[config.mk]
export PLATFORM = sky130hd
export DESIGN_NAME = clock_freeze_ctrl
export DESIGN_NICKNAME = d
export VERILOG_FILES = /design/src/rtl/clock_freeze_ctrl_pkg.sv /design/src/rtl/clock_freeze_ctrl_button_debounce.sv /design/src/rtl/clock_freeze_ctrl.sv
export SDC_FILE = /design/constraint.sdc
export NUM_CORES = 1
export LEC_CHECK = 0
export ABC_AREA = 1
export CAP_MARGIN = 10
export CORE_ASPECT_RATIO = 1.75
export CORE_MARGIN = 2
export CORE_UTILIZATION = 35
export CTS_BUF_LIST = sky130_fd_sc_hd__clkbuf_8
export CTS_CLUSTER_SIZE = 30
export DETAILED_ROUTE_END_ITERATION = 10
export PLACE_DENSITY = 0.53
export SLEW_MARGIN = 20
export SYNTH_ARGS = -nofsm -noshare
export SYNTH_HDL_FRONTEND = slang
export SYNTH_SLANG_ARGS = --single-unit
export TNS_END_PERCENT = 1
[constraint.sdc]
create_clock -name clock50 -period 1.65 [get_ports clock50]
set_input_delay 0.2475 -clock clock50 [delete_from_list [all_inputs] [get_ports clock50]]
set_output_delay 0.2475 -clock clock50 [all_outputs]
set_load 0.05 [all_outputs]
[src/rtl/clock_freeze_ctrl_pkg.sv]
// Shared definitions for the clock-freeze consumer path: FSM state codes,
// default debounce length and counter width helper.
package clock_freeze_ctrl_pkg;

    typedef enum logic [1:0] {
        CLKFRZ_RUN    = 2'd0,
        CLKFRZ_FROZEN = 2'd1,
        CLKFRZ_STEP   = 2'd2
    } clkfrz_state_e;

    // 20 ms at 50 MHz
    localparam int unsigned CLKFRZ_DEBOUNCE = 1000000;

    // Bits needed to count 0 .. n-1, never fewer than one.
    function automatic int unsigned cnt_width(input int unsigned n);
        return (n <= 1) ? 1 : $clog2(n);
    endfunction

endpackage

[src/rtl/clock_freeze_ctrl_button_debounce.sv]
// Generic board-button conditioner: 2-flop synchronizer, debounce counter
// and rising-edge detect on the accepted level.
module button_debounce
    import clock_freeze_ctrl_pkg::*;
#(
    parameter int unsigned DEBOUNCE_CYCLES = CLKFRZ_DEBOUNCE
) (
    input  logic clock50,
    input  logic rst,
    input  logic btn_in,
    output logic btn_level,
    output logic btn_rise
);

    localparam int unsigned CW = cnt_width(DEBOUNCE_CYCLES);
    localparam logic [CW-1:0] CNT_LAST = CW'(DEBOUNCE_CYCLES - 1);

    logic          sync1;
    logic          sync2;
    logic          stable;
    logic          stable_d;
    logic [CW-1:0] cnt;

    always_ff @(posedge clock50) begin
        if (!rst) begin
            sync1    <= 1'b0;
            sync2    <= 1'b0;
            stable   <= 1'b0;
            stable_d <= 1'b0;
            cnt      <= '0;
        end else begin
            sync1    <= btn_in;
            sync2    <= sync1;
            stable_d <= stable;
            // Any cycle agreeing with the stable level restarts the count.
            if (sync2 != stable) begin
                if (cnt == CNT_LAST) begin
                    stable <= sync2;
                    cnt    <= '0;
                end else begin
                    cnt <= cnt + CW'(1);
                end
            end else begin
                cnt <= '0;
            end
        end
    end

    assign btn_level = stable;
    assign btn_rise  = stable & ~stable_d;

endmodule

[src/rtl/clock_freeze_ctrl.sv]
// Core clock-enable generator: divided-rate enable in RUN, held in FROZEN,
// one enable cycle per debounced step press.
module clock_freeze_ctrl
    import clock_freeze_ctrl_pkg::*;
#(
    parameter int unsigned DEBOUNCE_CYCLES = CLKFRZ_DEBOUNCE,
    parameter int unsigned DIV_RATIO       = 1
) (
    input  logic clock50,
    input  logic rst,
    input  logic freeze_req,
    input  logic step_btn,
    output logic core_clk_en,
    output logic frozen
);

    localparam int unsigned DW = cnt_width(DIV_RATIO);
    localparam logic [DW-1:0] DIV_LAST = DW'(DIV_RATIO - 1);

    clkfrz_state_e state;
    clkfrz_state_e state_nx;
    logic [DW-1:0] div_cnt;
    logic [DW-1:0] div_nx;
    logic          en_q;
    logic          frozen_q;
    logic          step_edge;

    button_debounce #(
        .DEBOUNCE_CYCLES(DEBOUNCE_CYCLES)
    ) u_step_debounce (
        .clock50  (clock50),
        .rst      (rst),
        .btn_in   (step_btn),
        .btn_level(),
        .btn_rise (step_edge)
    );

    always_comb begin
        state_nx = state;
        div_nx   = '0;
        unique case (state)
            CLKFRZ_RUN:    if (freeze_req) state_nx = CLKFRZ_FROZEN;
            CLKFRZ_FROZEN: begin
                if (freeze_req)     state_nx = CLKFRZ_RUN;
                else if (step_edge) state_nx = CLKFRZ_STEP;
            end
            CLKFRZ_STEP:   state_nx = freeze_req ? CLKFRZ_RUN : CLKFRZ_FROZEN;
            default:       state_nx = CLKFRZ_RUN;
        endcase
        // Divider only advances while staying in RUN; any entry into RUN starts at 0.
        if (state == CLKFRZ_RUN && state_nx == CLKFRZ_RUN)
            div_nx = (div_cnt == DIV_LAST) ? '0 : div_cnt + DW'(1);
    end

    // Outputs are registered from the next-state decode so they match the
    // state/div_cnt held during the following cycle.
    always_ff @(posedge clock50) begin
        if (!rst) begin
            state    <= CLKFRZ_RUN;
            div_cnt  <= '0;
            en_q     <= (DIV_RATIO == 1);
            frozen_q <= 1'b0;
        end else begin
            state    <= state_nx;
            div_cnt  <= div_nx;
            en_q     <= (state_nx == CLKFRZ_STEP) ||
                        (state_nx == CLKFRZ_RUN && div_nx == DIV_LAST);
            frozen_q <= (state_nx != CLKFRZ_RUN);
        end
    end

    assign core_clk_en = rst & en_q;
    assign frozen      = rst & frozen_q;

endmodule

==> impl_metrics.env, run 1 <==
export IMPL_endpoint_kind="flip-flop"
export IMPL_p_leak_uw=0.000502
export IMPL_clk_pin_slew_worst_paths_ps=90
export IMPL_ctsLongestPathBuffers=2
export IMPL_drtAntennaViolNets=0
export IMPL_wire_per_inst_um=10.5
export IMPL_start_util_pct=36.2
export IMPL_timing_setup_tns_ps=0
export IMPL_hold_violations=0
export IMPL_io_pins=6
export IMPL_drv_slew=0
export IMPL_htreeDepth=1
export IMPL_cts_sinks=28
export IMPL_synth_nets=195
export IMPL_grt_max_degree=20
export IMPL_synth_seq_area_share_pct=42.6
export IMPL_busiest_layer="met2"
export IMPL_netlist_instances=190
export IMPL_grtUsageMet1_pct=12.2
export IMPL_postCtsSetupBuffers=0
export IMPL_cp_max_fo=6
export IMPL_fin_util_pct=41.2
export IMPL_hp_class="reg -> reg"
export IMPL_setup_slack_ps=188
export IMPL_layout_commonest_cell="nand2_1"
export IMPL_status="finished, final reports clean"
export IMPL_dpl_cell_count=241
export IMPL_slew_headroom_pct=80.6
export IMPL_layout_drive_gt1_share_pct=7.54
export IMPL_grt_usage_pct=13.8
export IMPL_antenna_found_initial=0
export IMPL_layout_common_cells="47 x nand2_1, 40 x nor2_1, 28 x dfxtp_1"
export IMPL_fin_nets=205
export IMPL_cts_root_buf="clkbuf_8"
export IMPL_start_kind="flip-flop"
export IMPL_worst_pin_slew_ps=291
export IMPL_syn_area_sq_mm=0.00132
export IMPL_yosys_warnings=0
export IMPL_grt_pass1_wl_um=4550
export IMPL_arrival_ps=1680
export IMPL_powerDensity_mw_per_mm2=784
export IMPL_synth_edff_count=0
export IMPL_die_w_um=50.3
export IMPL_skew_ps=4.50
export IMPL_crit_required_ps=1860
export IMPL_totalWireLength_um=2580
export IMPL_reg2reg_from="u_step_debounce.cnt[1]$_SDFF_PP0_"
export IMPL_grt_pass1_vias=1144
export IMPL_synth_avg_cell_area_sq_um=6.92
export IMPL_grt_overflow=0
export IMPL_drt_vias_per_instance=4.60
export IMPL_layoutNonFillerInstCount=245
export IMPL_ys_async_sr_fraction_pct=0
export IMPL_grtUsageMet3_pct=1.76
export IMPL_port_buffers=5
export IMPL_rows=29
export IMPL_coreArea_sq_mm=0.00363
export IMPL_cts_made_buffers=3
export IMPL_synth_flop_cell="dfxtp_1"
export IMPL_period_share_pct=88.6
export IMPL_die_h_um=85.1
export IMPL_route_detailed_drc=0
export IMPL_cts_resized_gates=0
export IMPL_hold_path_startpoint="u_step_debounce.sync1$_SDFF_PN0_"
export IMPL_fin_crit_ps=1460
export IMPL_critPathLaunch="u_step_debounce.cnt[1]$_SDFF_PP0_"
export IMPL_nFillCells=393
export IMPL_globalRouteMet2Util_pct=28.8
export IMPL_ys_seq_elements=28
export IMPL_insertion_delay_ps=280
export IMPL_antennaDiodeCount=0
export IMPL_area_growth_syn_to_layout_pct=13.6
export IMPL_num_vias=1126
export IMPL_hpwl_um=2050
export IMPL_gp_congestion=0.779
export IMPL_setup_viol=0
export IMPL_holdBufCountCts=0
export IMPL_fp_dieArea_sq_mm=0.00428
export IMPL_ys_types=20
export IMPL_drt_iter0_drc=25
export IMPL_first_pass_iters=4
export IMPL_post_place_ws_ps=167
export IMPL_clock_fmax_ghz=0.684
export IMPL_rsz0062_at_grt="false"
export IMPL_worst_setup_path_type="reg -> reg"
export IMPL_cts_tree="done"
export IMPL_vdd_ir_drop_max_mv=0.526
export IMPL_cap_violations=0
==> cell usage after synthesis (2+ instances only) <==
| cell | instances | area [sq um] |
|---|---|---|
| inv_1 | 22 | 82.6 |
| nor2_1 | 40 | 150 |
| dfxtp_1 | 28 | 561 |
| nand3_2 | 2 | 20.0 |
| or2_2 | 2 | 12.5 |
| xor2_1 | 5 | 43.8 |
| nand4_1 | 4 | 25.0 |
| xnor2_1 | 3 | 26.3 |
| or2_0 | 4 | 25.0 |
| a21oi_1 | 12 | 60.1 |
| nand3_1 | 11 | 55.1 |
| nand2_1 | 47 | 176 |
| o21ai_0 | 3 | 15.0 |
==> cell type report <==
| cell class | instances | area (sq um) | area share, % |
|---|---|---|---|
| clock buffer | 4 | 55.1 | 3.69 |
| inverter | 23 | 86.3 | 5.78 |
| multi-input combinational | 137 | 649 | 43.5 |
| sequential | 28 | 561 | 37.5 |
| tap | 46 | 57.6 | 3.85 |
| timing repair buffer | 7 | 85.1 | 5.70 |
==> cells by family (layout without fill, tap and decap cells) <==
logic type | count (synthesis) | after routing | share of synthesized area (%)
adders and majority gates | 1 | 1 | 0.951
AOI/OAI and AO/OA | 16 | 16 | 6.09
buffers and inverters | 25 | 34 | 7.99
xor gates and xnor gates | 8 | 8 | 5.33
and+or+nand+nor | 112 | 112 | 37.0
DFF | 28 | 28 | 42.6
==> registers in the layout, indices dropped and copies added, names as in the netlist <==
register	count
u_step_debounce.sync2	1
u_step_debounce.cnt	20
u_step_debounce.sync1	1
en_q	1
state	2
u_step_debounce.btn_level	1
frozen_q	1
u_step_debounce.stable_d	1
==> layer usage <==
layer | vias up | routed length (um)
li1 | 604 | -
met1 | 497 | 981
met2 | 20 | 1490
met3 | 5 | 63
met4 | 0 | 51
met5 | - | 0
==> power breakdown <==
part | switching [uW] | internal [uW] | leakage (uW)
combinational | 32.4 | 26.6 | 0.000246
clock | 212 | 214 | 0.0000288
sequential | 3.11 | 684 | 0.000227
total | 247 | 924 | 0.000502
==> critical path, cell delays in order, from the launching register on <==
cell and delay [ps]:
dfxtp_1 360, ha_1 210, nand3_2 140, nor2_4 210
nand3_1 150, or2_0 220, a21oi_1 110
==> stage by stage <==
step	total power [uW]	cell area (sq um)	hold WS [ps]
after floorplan	735	1320	345
after global placement	760	1440	393
after detailed placement	763	1440	402
after CTS	1190	1490	419
after global routing	1220	1490	464
final	1170	1490	418
==> final timing paths <==
check                           slack [ps]  depth (start not counted)                            endpoint
worst min-delay path                   420                          2    u_step_debounce.sync2$_SDFF_PN0_
worst max register to register         190                          6  u_step_debounce.cnt[14]$_SDFF_PP0_
worst max-delay path                   190                          6  u_step_debounce.cnt[14]$_SDFF_PP0_
worst min register to register         420                          2    u_step_debounce.sync2$_SDFF_PN0_
(Power assumes the default switching activity.)
==> run 2, diff against run 1 <==
- CORE_UTILIZATION: 35 -> 45
- PLACE_DENSITY: 0.53 -> 0.64
- SKIP_LAST_GASP: default -> 1
==> run 2 against run 1 <==
Compared with the run above:
- wire length rose by 7.4%
- fmax fell by 0.11%
- critical path depth did not move
- critical path type unchanged
- largest cell class unchanged
==> impl_metrics.env, run 2 (synthesis gave the netlist of run 1 again) <==
export IMPL_p_leak_uw=0.000509
export IMPL_multi_input_area_sq_um=649
export IMPL_hp_class="reg -> reg"
export IMPL_cts_root_buf="clkbuf_8"
export IMPL_fin_crit_ps=1460
export IMPL_cts_made_buffers=3
export IMPL_gp_congestion=0.943
export IMPL_seq_power_share_pct=53.4
export IMPL_reg2reg_from="u_step_debounce.cnt[0]$_SDFF_PP0_"
export IMPL_postCtsSetupBuffers=0
export IMPL_hpwl_um=2140
export IMPL_swShare_pct=19.5
export IMPL_cts_sinks=28
export IMPL_layout_commonest_cell="nand2_1"
export IMPL_hold_path_startpoint="u_step_debounce.sync1$_SDFF_PN0_"
export IMPL_grt_pass1_vias=1144
export IMPL_worstRegToRegCells=6
export IMPL_p_sw_uw=250
export IMPL_fin_nets=205
export IMPL_first_pass_iters=4
export IMPL_finish_instance_area_sq_mm=0.00149
export IMPL_layout_drive_gt1_share_pct=7.54
export IMPL_route_detailed_drc=0
export IMPL_htreeDepth=1
export IMPL_intPower_uw=1040
export IMPL_setup_slack_ps=186
export IMPL_rows=26
export IMPL_endpoint_kind="flip-flop"
export IMPL_hold_violations=0
export IMPL_grt_overflow=0
export IMPL_grt_usage_pct=19.1
export IMPL_cts_resized_gates=0
export IMPL_die_w_um=44.9
export IMPL_vdd_ir_drop_max_mv=0.615
export IMPL_clock_fmax_ghz=0.683
export IMPL_fp_dieArea_sq_mm=0.00339
export IMPL_start_util_pct=45.9
export IMPL_reg2reg_slack_ps=190
export IMPL_nFillCells=284
export IMPL_coreArea_sq_mm=0.00286
export IMPL_largest_reg_flops=20
export IMPL_grt_pass1_wl_um=4720
export IMPL_skew_ps=5.64
export IMPL_drv_slew=0
export IMPL_cap_violations=0
export IMPL_pwr_share_clk_pct=42.0
export IMPL_regMostFlops="u_step_debounce.cnt"
export IMPL_post_place_ws_ps=148
export IMPL_holdBufCountCts=0
export IMPL_ctsLongestPathBuffers=2
export IMPL_wire_per_inst_um=12.2
export IMPL_hold_ws_ps=426
export IMPL_powerDensity_mw_per_mm2=864
export IMPL_start_kind="flip-flop"
export IMPL_insertion_delay_ps=280
export IMPL_timing_setup_tns_ps=0
export IMPL_drtAntennaViolNets=0
export IMPL_seq_area_sq_um=561
export IMPL_crit_required_ps=1820
export IMPL_period_share_pct=88.7
export IMPL_layoutNonFillerInstCount=227
export IMPL_clk_pin_slew_worst_paths_ps=100
export IMPL_worst_setup_path_type="reg -> reg"
export IMPL_layout_common_cells="47 x nand2_1, 40 x nor2_1, 28 x dfxtp_1"
export IMPL_cts_tree="done"
export IMPL_drt_vias_per_instance=5.04
export IMPL_cp_max_fo=19
export IMPL_setup_viol=0
export IMPL_pwr_share_comb_pct=4.6
export IMPL_totalWireLength_um=2780
export IMPL_antennaDiodeCount=0
export IMPL_port_buffers=5
export IMPL_grt_max_degree=20
export IMPL_io_pins=6
export IMPL_antenna_found_initial=0
export IMPL_rsz0062_at_grt="false"
export IMPL_arrival_ps=1630
export IMPL_whs_path_depth=2
export IMPL_dpl_cell_count=223
export IMPL_slew_headroom_pct=79.1
export IMPL_reg_top3="u_step_debounce.cnt x20, state x2"
export IMPL_hold_path_end="u_step_debounce.sync2$_SDFF_PN0_"
export IMPL_drt_iter0_drc=31
export IMPL_placed_cell_area_sq_mm=0.00142
export IMPL_worst_pin_slew_ps=314
export IMPL_die_h_um=75.5
export IMPL_num_vias=1144
export IMPL_status="finished, final reports clean"
export IMPL_r2r_end="u_step_debounce.cnt[11]$_SDFF_PP0_"
export IMPL_area_growth_syn_to_layout_pct=13.1
## run 2: cell count changes in the layout (fill, tap and decap cells not counted)
cell       delta
clkbuf_8      -1
bufinv_16     +1
## run 2: worst max-delay path by stage
stage / startpoint / endpoint / depth (start not counted)
detailed placement: rst / u_step_debounce.cnt[11]$_SDFF_PP0_ / 5
global placement: rst / u_step_debounce.cnt[12]$_SDFF_PP0_ / 5
finish: u_step_debounce.cnt[0]$_SDFF_PP0_ / u_step_debounce.cnt[11]$_SDFF_PP0_ / 6
CTS: u_step_debounce.cnt[0]$_SDFF_PP0_ / u_step_debounce.cnt[11]$_SDFF_PP0_ / 6
floorplan: u_step_debounce.cnt[0]$_SDFF_PP0_ / u_step_debounce.cnt[9]$_SDFF_PP0_ / 7
global route: u_step_debounce.cnt[0]$_SDFF_PP0_ / u_step_debounce.cnt[18]$_SDFF_PP0_ / 8
## run 2: through the flow
step                      power, uW  util [%]
final                          1290      52.0
after global routing           1330      52.0
after CTS                      1290      52.0
after detailed placement        762      49.5
after global placement          761      49.5
after floorplan                 735         -
## run 2: worst max-delay path: stages (launching register included)
cell and delay, ps:
dfxtp_1 370, ha_1 210, nand3_2 130, nor2_4 200, nand3_2 140, nand2_4 220
nor2_1 90
## run 2: per-layer routing
metal | wire length, um | vias to the layer above | global-route usage, %
met4 | 36 | 0 | 7.19
li1 | - | 603 | -
met1 | 1060 | 524 | 18.1
met5 | 0 | - | 0
met3 | 54 | 4 | 2.61
met2 | 1630 | 13 | 39.0
## run 2: final cells by class
| class | instances | area share (%) |
|---|---|---|
| clock buffer | 3 | 2.78 |
| multi-input combinational | 137 | 43.7 |
| tap | 28 | 2.35 |
| inverter | 23 | 5.80 |
| timing repair buffer | 7 | 5.72 |
| sequential | 28 | 37.7 |
| clock inverter | 1 | 2.02 |
## run 2: power groups by stage
stage	Clock (uW)	Sequential, uW	Combinational [uW]
floorplan	0	702	32.8
global placement	0	702	58.4
detailed placement	0	703	59.7
CTS	545	687	59.8
global route	573	688	65.2
finish	540	687	59.1
